File: config.mk
export PLATFORM = sky130hd
export DESIGN_NAME = frag_tx_arbiter
export DESIGN_NICKNAME = d
export VERILOG_FILES = /design/src/rtl/frag_tx_arbiter.sv
export SDC_FILE = /design/constraint.sdc
export NUM_CORES = 1
export LEC_CHECK = 0
export CAP_MARGIN = 20
export CORE_AREA = 2 2 610 612
export DETAILED_ROUTE_END_ITERATION = 12
export DIE_AREA = 0 0 612 614
export GPL_TIMING_DRIVEN = 0
export SYNTH_ARGS = -nofsm -noshare
export SYNTH_HDL_FRONTEND = slang
export SYNTH_SLANG_ARGS = --single-unit
File: constraint.sdc
create_clock -name clk -period 4.3 [get_ports clk]
set_clock_uncertainty 0.05 [all_clocks]
set_input_delay 0.43 -clock clk [delete_from_list [all_inputs] [get_ports clk]]
set_output_delay 0.43 -clock clk [all_outputs]
set_load 0.005 [all_outputs]
File: src/rtl/frag_tx_arbiter.sv
// -----------------------------------------------------------------------------
// frag_tx_arbiter
//
// Shares the Aurora TX fragment FIFO between NUM_SRC router segmenter lanes
// and one ACK generator. Every granted fragment is one AURORA_WIDTH word with
// header [1:0] src, [3:2] dst, [6:4] fragment number, [8:7] reserved.
//
// With LOCK_PKT=1 the grant is held on one source from fragment 0 up to the
// last fragment, so a packet stays contiguous on the link. ACKs may interleave
// only while the locked source has nothing to offer. Fragment-number ordering
// is checked on every accepted data fragment.
//
// Ports
//   clk, rst_n      clock, asynchronous active-low reset
//   req_valid       per-source fragment valid
//   req_frag        per-source fragment, source i at [i*AURORA_WIDTH +: AURORA_WIDTH]
//   req_ready       per-source accept (combinational, at most one bit set)
//   ack_valid       ACK fragment valid
//   ack_frag        ACK fragment
//   ack_ready       ACK accept (combinational)
//   full_tx_fifo    TX FIFO full; blocks every accept
//   wr_tx_fifo      TX FIFO write strobe (registered, one cycle after accept)
//   frag_tx         fragment written to the TX FIFO (registered, holds value)
//   grant_id        source of the last written data fragment (registered)
//   locked          packet lock held (registered)
//   err_frag_seq    one-cycle pulse, aligned with wr_tx_fifo, on order violation
// -----------------------------------------------------------------------------
module frag_tx_arbiter #(
    parameter int AURORA_WIDTH = 256,
    parameter int NUM_SRC      = 4,
    parameter int SRC_ID_WIDTH = 2,
    parameter int NUMBER_FRAG  = 5,
    parameter bit LOCK_PKT     = 1'b1
) (
    input  logic                              clk,
    input  logic                              rst_n,
    input  logic [NUM_SRC-1:0]                req_valid,
    input  logic [NUM_SRC*AURORA_WIDTH-1:0]   req_frag,
    output logic [NUM_SRC-1:0]                req_ready,
    input  logic                              ack_valid,
    input  logic [AURORA_WIDTH-1:0]           ack_frag,
    output logic                              ack_ready,
    input  logic                              full_tx_fifo,
    output logic                              wr_tx_fifo,
    output logic [AURORA_WIDTH-1:0]           frag_tx,
    output logic [SRC_ID_WIDTH-1:0]           grant_id,
    output logic                              locked,
    output logic                              err_frag_seq
);

    localparam int                FNUM_W    = 3;
    localparam logic [FNUM_W-1:0] LAST_FNUM = FNUM_W'(NUMBER_FRAG - 1);

    typedef enum logic {
        ST_UNLOCKED = 1'b0,
        ST_LOCKED   = 1'b1
    } state_t;

    state_t                  state_r;
    logic [SRC_ID_WIDTH-1:0] ptr_r;
    logic [SRC_ID_WIDTH-1:0] lock_id_r;
    logic [FNUM_W-1:0]       exp_frag_r;
    // Per-source expectation, only meaningful when packets are not locked.
    logic [FNUM_W-1:0]       exp_cnt_r [NUM_SRC];

    logic [SRC_ID_WIDTH-1:0] rr_id_s;
    logic                    rr_found_s;
    logic [NUM_SRC-1:0]      req_ready_s;
    logic                    ack_ready_s;
    logic [SRC_ID_WIDTH-1:0] data_id_s;
    logic                    data_acc_s;
    logic                    ack_acc_s;
    logic [AURORA_WIDTH-1:0] data_word_s;
    logic [FNUM_W-1:0]       fnum_s;
    logic                    is_last_s;
    logic [FNUM_W-1:0]       exp_s;
    logic [FNUM_W-1:0]       next_exp_s;

    // Round-robin search starting just after the pointer. The loop runs from
    // the farthest candidate to the nearest so the nearest valid one wins.
    always_comb begin
        logic [SRC_ID_WIDTH-1:0] cand_v;
        rr_id_s    = ptr_r;
        rr_found_s = 1'b0;
        cand_v     = ptr_r;
        for (int k = NUM_SRC; k >= 1; k--) begin
            cand_v     = SRC_ID_WIDTH'(ptr_r + SRC_ID_WIDTH'(k));
            rr_found_s = rr_found_s | req_valid[cand_v];
            rr_id_s    = req_valid[cand_v] ? cand_v : rr_id_s;
        end
    end

    // Ready generation: FIFO full blocks everything, a held lock serves only
    // its owner (ACK fills the gaps), otherwise ACK has strict priority.
    always_comb begin
        req_ready_s = '0;
        ack_ready_s = 1'b0;
        if (full_tx_fifo) begin
            req_ready_s = '0;
            ack_ready_s = 1'b0;
        end else if (state_r == ST_LOCKED) begin
            if (req_valid[lock_id_r]) begin
                req_ready_s[lock_id_r] = 1'b1;
            end else begin
                ack_ready_s = 1'b1;
            end
        end else if (ack_valid) begin
            ack_ready_s = 1'b1;
        end else if (rr_found_s) begin
            req_ready_s[rr_id_s] = 1'b1;
        end else begin
            req_ready_s = '0;
            ack_ready_s = 1'b0;
        end
    end

    assign req_ready = req_ready_s;
    assign ack_ready = ack_ready_s;

    assign data_id_s   = (state_r == ST_LOCKED) ? lock_id_r : rr_id_s;
    assign data_acc_s  = |(req_valid & req_ready_s);
    assign ack_acc_s   = ack_valid & ack_ready_s;
    assign data_word_s = req_frag[data_id_s*AURORA_WIDTH +: AURORA_WIDTH];
    assign fnum_s      = data_word_s[6:4];
    // Out-of-range fragment numbers are treated as the end of the packet.
    assign is_last_s   = (fnum_s >= LAST_FNUM);
    assign exp_s       = LOCK_PKT ? ((state_r == ST_LOCKED) ? exp_frag_r : 3'd0)
                                  : exp_cnt_r[data_id_s];
    // Expectation resynchronises to the number actually received, so a single
    // gap in the sequence produces a single error pulse.
    assign next_exp_s  = is_last_s ? 3'd0 : (fnum_s + 3'd1);

    // Lock FSM, round-robin pointer, order tracking and registered outputs.
    always_ff @(posedge clk or negedge rst_n) begin
        if (!rst_n) begin
            state_r      <= ST_UNLOCKED;
            ptr_r        <= SRC_ID_WIDTH'(NUM_SRC - 1);
            lock_id_r    <= '0;
            exp_frag_r   <= 3'd0;
            for (int i = 0; i < NUM_SRC; i++) begin
                exp_cnt_r[i] <= 3'd0;
            end
            wr_tx_fifo   <= 1'b0;
            frag_tx      <= '0;
            grant_id     <= '0;
            locked       <= 1'b0;
            err_frag_seq <= 1'b0;
        end else begin
            wr_tx_fifo   <= data_acc_s | ack_acc_s;
            err_frag_seq <= data_acc_s & (fnum_s != exp_s);
            if (data_acc_s) begin
                frag_tx              <= data_word_s;
                ptr_r                <= data_id_s;
                grant_id             <= data_id_s;
                exp_cnt_r[data_id_s] <= next_exp_s;
                if (LOCK_PKT && !is_last_s) begin
                    state_r    <= ST_LOCKED;
                    lock_id_r  <= data_id_s;
                    exp_frag_r <= next_exp_s;
                    locked     <= 1'b1;
                end else begin
                    state_r    <= ST_UNLOCKED;
                    exp_frag_r <= 3'd0;
                    locked     <= 1'b0;
                end
            end else if (ack_acc_s) begin
                frag_tx <= ack_frag;
            end else begin
                frag_tx <= frag_tx;
            end
        end
    end

endmodule

# == Yosys cells after proc, flatten, opt, wreduce, memory -nomap -nowiden ==
# Cells that the tools add are included.
# word_totals
register_bits,268
# op_classes
addsub,4
order_cmp,9
n_eq_ne,1
n_shift,1
muxes,32
n_bitwise,8
n_reduce_logical,5
# ops
cell,n
1024-bit by 11-bit variable part select with 256-bit output,1
256-bit two-way mux,2
4-bit two-way mux,5
2-bit by 3-bit less-than comparator with 1-bit output (second input constant),6
1-bit two-way mux,12
1-bit binary-select mux with 2-bit select,5
2-bit two-way mux,4
3-bit two-way mux,2
2-bit adder (second input constant),2
4-bit AND,1
1-bit demux with 2-bit select,2
2-bit by 1-bit >= comparator with 1-bit output (second input constant),2
1-bit bitwise OR,4
4-bit OR reduction,1
3-bit by 1-bit adder with 3-bit output (second input constant),1
3-bit >= comparator (second input constant),1
3-bit inequality test,1
2-bit by 1-bit adder with 2-bit output (second input constant),1
1-bit AND,2
1-bit logical AND,2
2-bit AND reduction,1
2-bit nonzero test,1
1-bit inverter,1

# == Longest topological paths before layout ==
# depth
depth_word,17
depth_mapped,11
mapped_depth_nobuf,8

# == Worst setup path before layout ==
# No wires, ideal clock.
# synth_path
kind,register -> register
startpoint,reg ptr_r[1]
endpoint,reg lock_id_r[1]
setup_time_ns,0.125
t_arrival_ns,2.337
required_time_ns,4.125
setup_slack_ns,1.788
stages_incl_launch_ff,10
path_buffers,2
period_less_slack_ns,2.512
path_cell_list,dfstp_2 > buf_4 > mux2_2 > o22a_1 > a41oi_1 > o211ai_1 > a32oi_1 > and2_1 > buf_2 > mux2_2
# synth_between
elab_chain_len,17
# synth_lines
element,line,source
from (decl),60,logic [SRC_ID_WIDTH-1:0] ptr_r;
from (signal assigned),137,ptr_r <= SRC_ID_WIDTH'(NUM_SRC - 1);
from (signal assigned),153,ptr_r <= data_id_s;
branches (longest 17 deep; another with 3-bit >= comparator),n/a,
to (signal assigned),158,lock_id_r <= data_id_s;
to (decl),61,logic [SRC_ID_WIDTH-1:0] lock_id_r;
# Several ways; the timed one is not identified. The select of a mux whose other input is x is not followed.
# A chain may end at the register's enable or synchronous reset.

# == Worst setup path in the final report ==
# layout_path
startpoint,reg state_r
endpoint,reg frag_tx[215]
# layout_between
elab_chain_len,5
# layout_lines
element,line,source
from (decl),59,state_t state_r;
from (signal assigned),136,state_r <= ST_UNLOCKED;
from (signal assigned),157,state_r <= ST_LOCKED;
from (signal assigned),162,state_r <= ST_UNLOCKED;
branches (longest 5 deep; another with 1024-bit by 11-bit variable part select with 256-bit output),n/a,
to (signal assigned),152,frag_tx <= data_word_s;
to (signal assigned),167,frag_tx <= ack_frag;
to (signal assigned),169,frag_tx <= frag_tx;
to (decl),45,"output logic [AURORA_WIDTH-1:0] frag_tx,"
# Several ways; the timed one is not identified.

==> impl_metrics.py <==
metrics = {
    "status": {
        "status": "finished clean",
    },
    "die": {
        "coreArea_mm2": 0.370,
        "die_w_um": 612,
        "dieArea_mm2": 0.376,
        "rows": 224,
        "fp.dieH_um": 614,
        "initial_core_util": 0.0509,
        "io_pins": 1554,
    },
    "final_layout": {
        "finalCoreUtilization": 0.118,
        "syn2layout_area_growth_pct": 131,
        "final_cells": 8928,
        "drive_gt1_frac": 0.0894,
        "n_fill_cell": 42447,
        "nNetsFinal": 5106,
        "fin_area_mm2": 0.0436,
    },
    "clock_tree": {
        "cts.sinks": 268,
        "cts_tree": "built",
        "h-tree-depth": 2,
        "clock_path_buffers": 3,
        "cts_buffers": 40,
        "clk_latency_ps": 690,
        "clockRootBuffer": "clkbuf_16",
        "path_clk_slew_ps": 90,
        "cts_setup_buffers": 0,
    },
    "setup_path": {
        "startpoint_type": "register",
        "crit_fanout": 10,
        "end_kind": "register",
        "required_ps": 4880,
        "cp.arrival_ps": 4810,
        "crit_type": "register to register",
    },
    "detailed_routing": {
        "drt-pass1-iter-count": 5,
        "vias": 30307,
        "avgRoutedWirePerCell_um": 40.5,
        "drtIter0Drc": 3301,
        "drt.antenna.violating_nets": 0,
        "vias_per_cell": 3.39,
        "routed_wl_mm": 362,
        "post-route-drc-count": 0,
    },
    "sta": {
        "tightest_slew_ps": 1230,
        "slew_viol_final": 0,
        "period_share": 0.983,
        "hold_viol_final": 0,
        "max_freq_mhz": 237,
        "slew_headroom": 0.171,
        "period_needed_ps": 4230,
        "rsz0062_at_grt": "no",
        "setup_viol": 0,
    },
    "power_and_ir_drop": {
        "p_leak_uw": 0.0145,
        "powerDensity_mw_per_mm2": 694,
        "ir_worst_vdd_mv": 0.289,
        "power_uw": 30300,
    },
    "synthesis": {
        "yosysTopAreaCellShare": 0.353,
        "synthTopCellsByArea": "dfrtp_1 35%, a221o_1 13%, a311oi_1 12%",
        "synth-seq-area-share": 0.356,
        "synth_largest_area_cell": "dfrtp_1",
        "ys_top_cells_by_count": "523 x nand2_1, 266 x dfrtp_1, 254 x a211oi_1",
        "ys_types": 57,
        "synth-seq-cells": 268,
        "yosysWarnings": 0,
        "syn_area_per_cell_um2": 8.70,
        "synth_ff_type": "dfrtp_1",
        "synth_area_mm2": 0.0188,
        "synthArstFlopShare": 1.00,
        "synth_cells": 2166,
        "yosysMostFrequentCell": "nand2_1",
        "synth_edf_count": 0,
        "syn_nets": 3455,
    },
    "global_route": {
        "groute.usage.overall": 0.184,
        "antenna_found_initial": 514,
        "overflow": 0,
        "grt_max_degree": 97,
        "grt_pass1_wl_mm": 416,
        "grt_pass1_vias": 27303,
    },
    "placed_design": {
        "postPlaceCellArea_mm2": 0.0417,
        "dpl.cell_count": 8746,
        "io_buffer_count": 1553,
        "gp_congestion": 0.944,
        "place_hpwl_mm": 328,
    },
    "min_path": {
        "min_path_type": "primary input to async pin",
    },
    "run": {
        "cap_violations": 0,
    },
}
## cells by family after synthesis
logic type	Yosys count	share of synthesized area
simple gates	803	0.197
mux	7	0.00525
xor+xnor	2	0.000930
compound gates	812	0.374
buf+inv	273	0.0662
flops	268	0.356
fa+ha+maj	1	0.000664
## repair_timing
action | 4_1_cts | 5_1_grt
endpoints found under the setup margin | 169 | 7
hold endpoints to repair | 147 | 0
hold buffers | 1 | 0
resized for setup | 55 | 8
## stage by stage
step	hold WS, ps	setup slack [ps]	setup TNS (ps)
after floorplan	84.4	1790	0
after global placement	418	-12030	-3637770
after detailed placement	277	-1530	-180950
after CTS	83.6	1.67	0
after global routing	142	8.75	0
final	170	74.7	0
## registers in the layout, summed over array words and instances, names as in the netlist
name          flops
frag_tx         256
state_r           1
exp_frag_r        3
lock_id_r         2
wr_tx_fifo        1
grant_id          2
ptr_r             2
err_frag_seq      1
## power by group
| group | internal (uW) | switching [uW] | leakage (uW) |
|---|---|---|---|
| Combinational | 7530 | 14400 | 0.0106 |
| Sequential | 3800 | 815 | 0.00326 |
| Clock | 1990 | 1700 | 0.000650 |
## metal layers
layer | vias to the layer above | track usage | part of all wire
li1 | 11924 | - | -
met4 | 312 | 0.0492 | 0.035
met3 | 945 | 0.103 | 0.13
met5 | - | 0 | 0.0056
met2 | 2496 | 0.297 | 0.45
met1 | 14630 | 0.206 | 0.37
## critical path, stage by stage (launching register included)
cell and delay [ps]:
dfrtp_1 530, inv_1 130, buf_2 230, nor2_2 230, a31o_2 220, buf_6 330, clkbuf_4 470, clkbuf_1 740
nand2_1 350, a311oi_1 510, buf_4 240, a221o_1 110
## cell usage in the layout (no fill, tap or decap), drive strengths merged, types with 4 or more instances in the layout
master,n
clkdlybuf4s50,1552
nand2,523
dfrtp,266
a211oi,255
nor2b,253
a221o,253
a311oi,253
clkbuf,195
buf,173
diode,108
inv,17
nor2,9
clkinv,9
o21ai,8
a21oi,6
a32oi,5
nand2b,4
a22o,4
clkinvlp,4
## path summary, 6_finish.rpt
check	from	depth (start not counted)	end	slack (ps)
setup reg to reg	state_r	11	frag_tx[215]	70
max in group asynchronous	rst_n	4	frag_tx[213]	2670
hold / removal	rst_n	2	frag_tx[95]	170
setup / recovery	state_r	11	frag_tx[215]	70
hold reg to reg	grant_id[1]	2	grant_id[1]	450
min in group clk	ack_frag[241]	2	frag_tx[241]	290
## cell type report
class / instances / area, um2 / area share
multi-input combinational: 1625 / 11500 / 0.265
clock inverter: 20 / 209 / 0.00479
buffer: 261 / 1270 / 0.0291
antenna: 108 / 270 / 0.00620
timing repair buffer: 1609 / 16200 / 0.372
tap: 4972 / 6220 / 0.143
sequential: 268 / 6710 / 0.154
inverter: 12 / 45.0 / 0.00103
clock buffer: 53 / 1130 / 0.0260
Power figures use the tool's default switching activity.
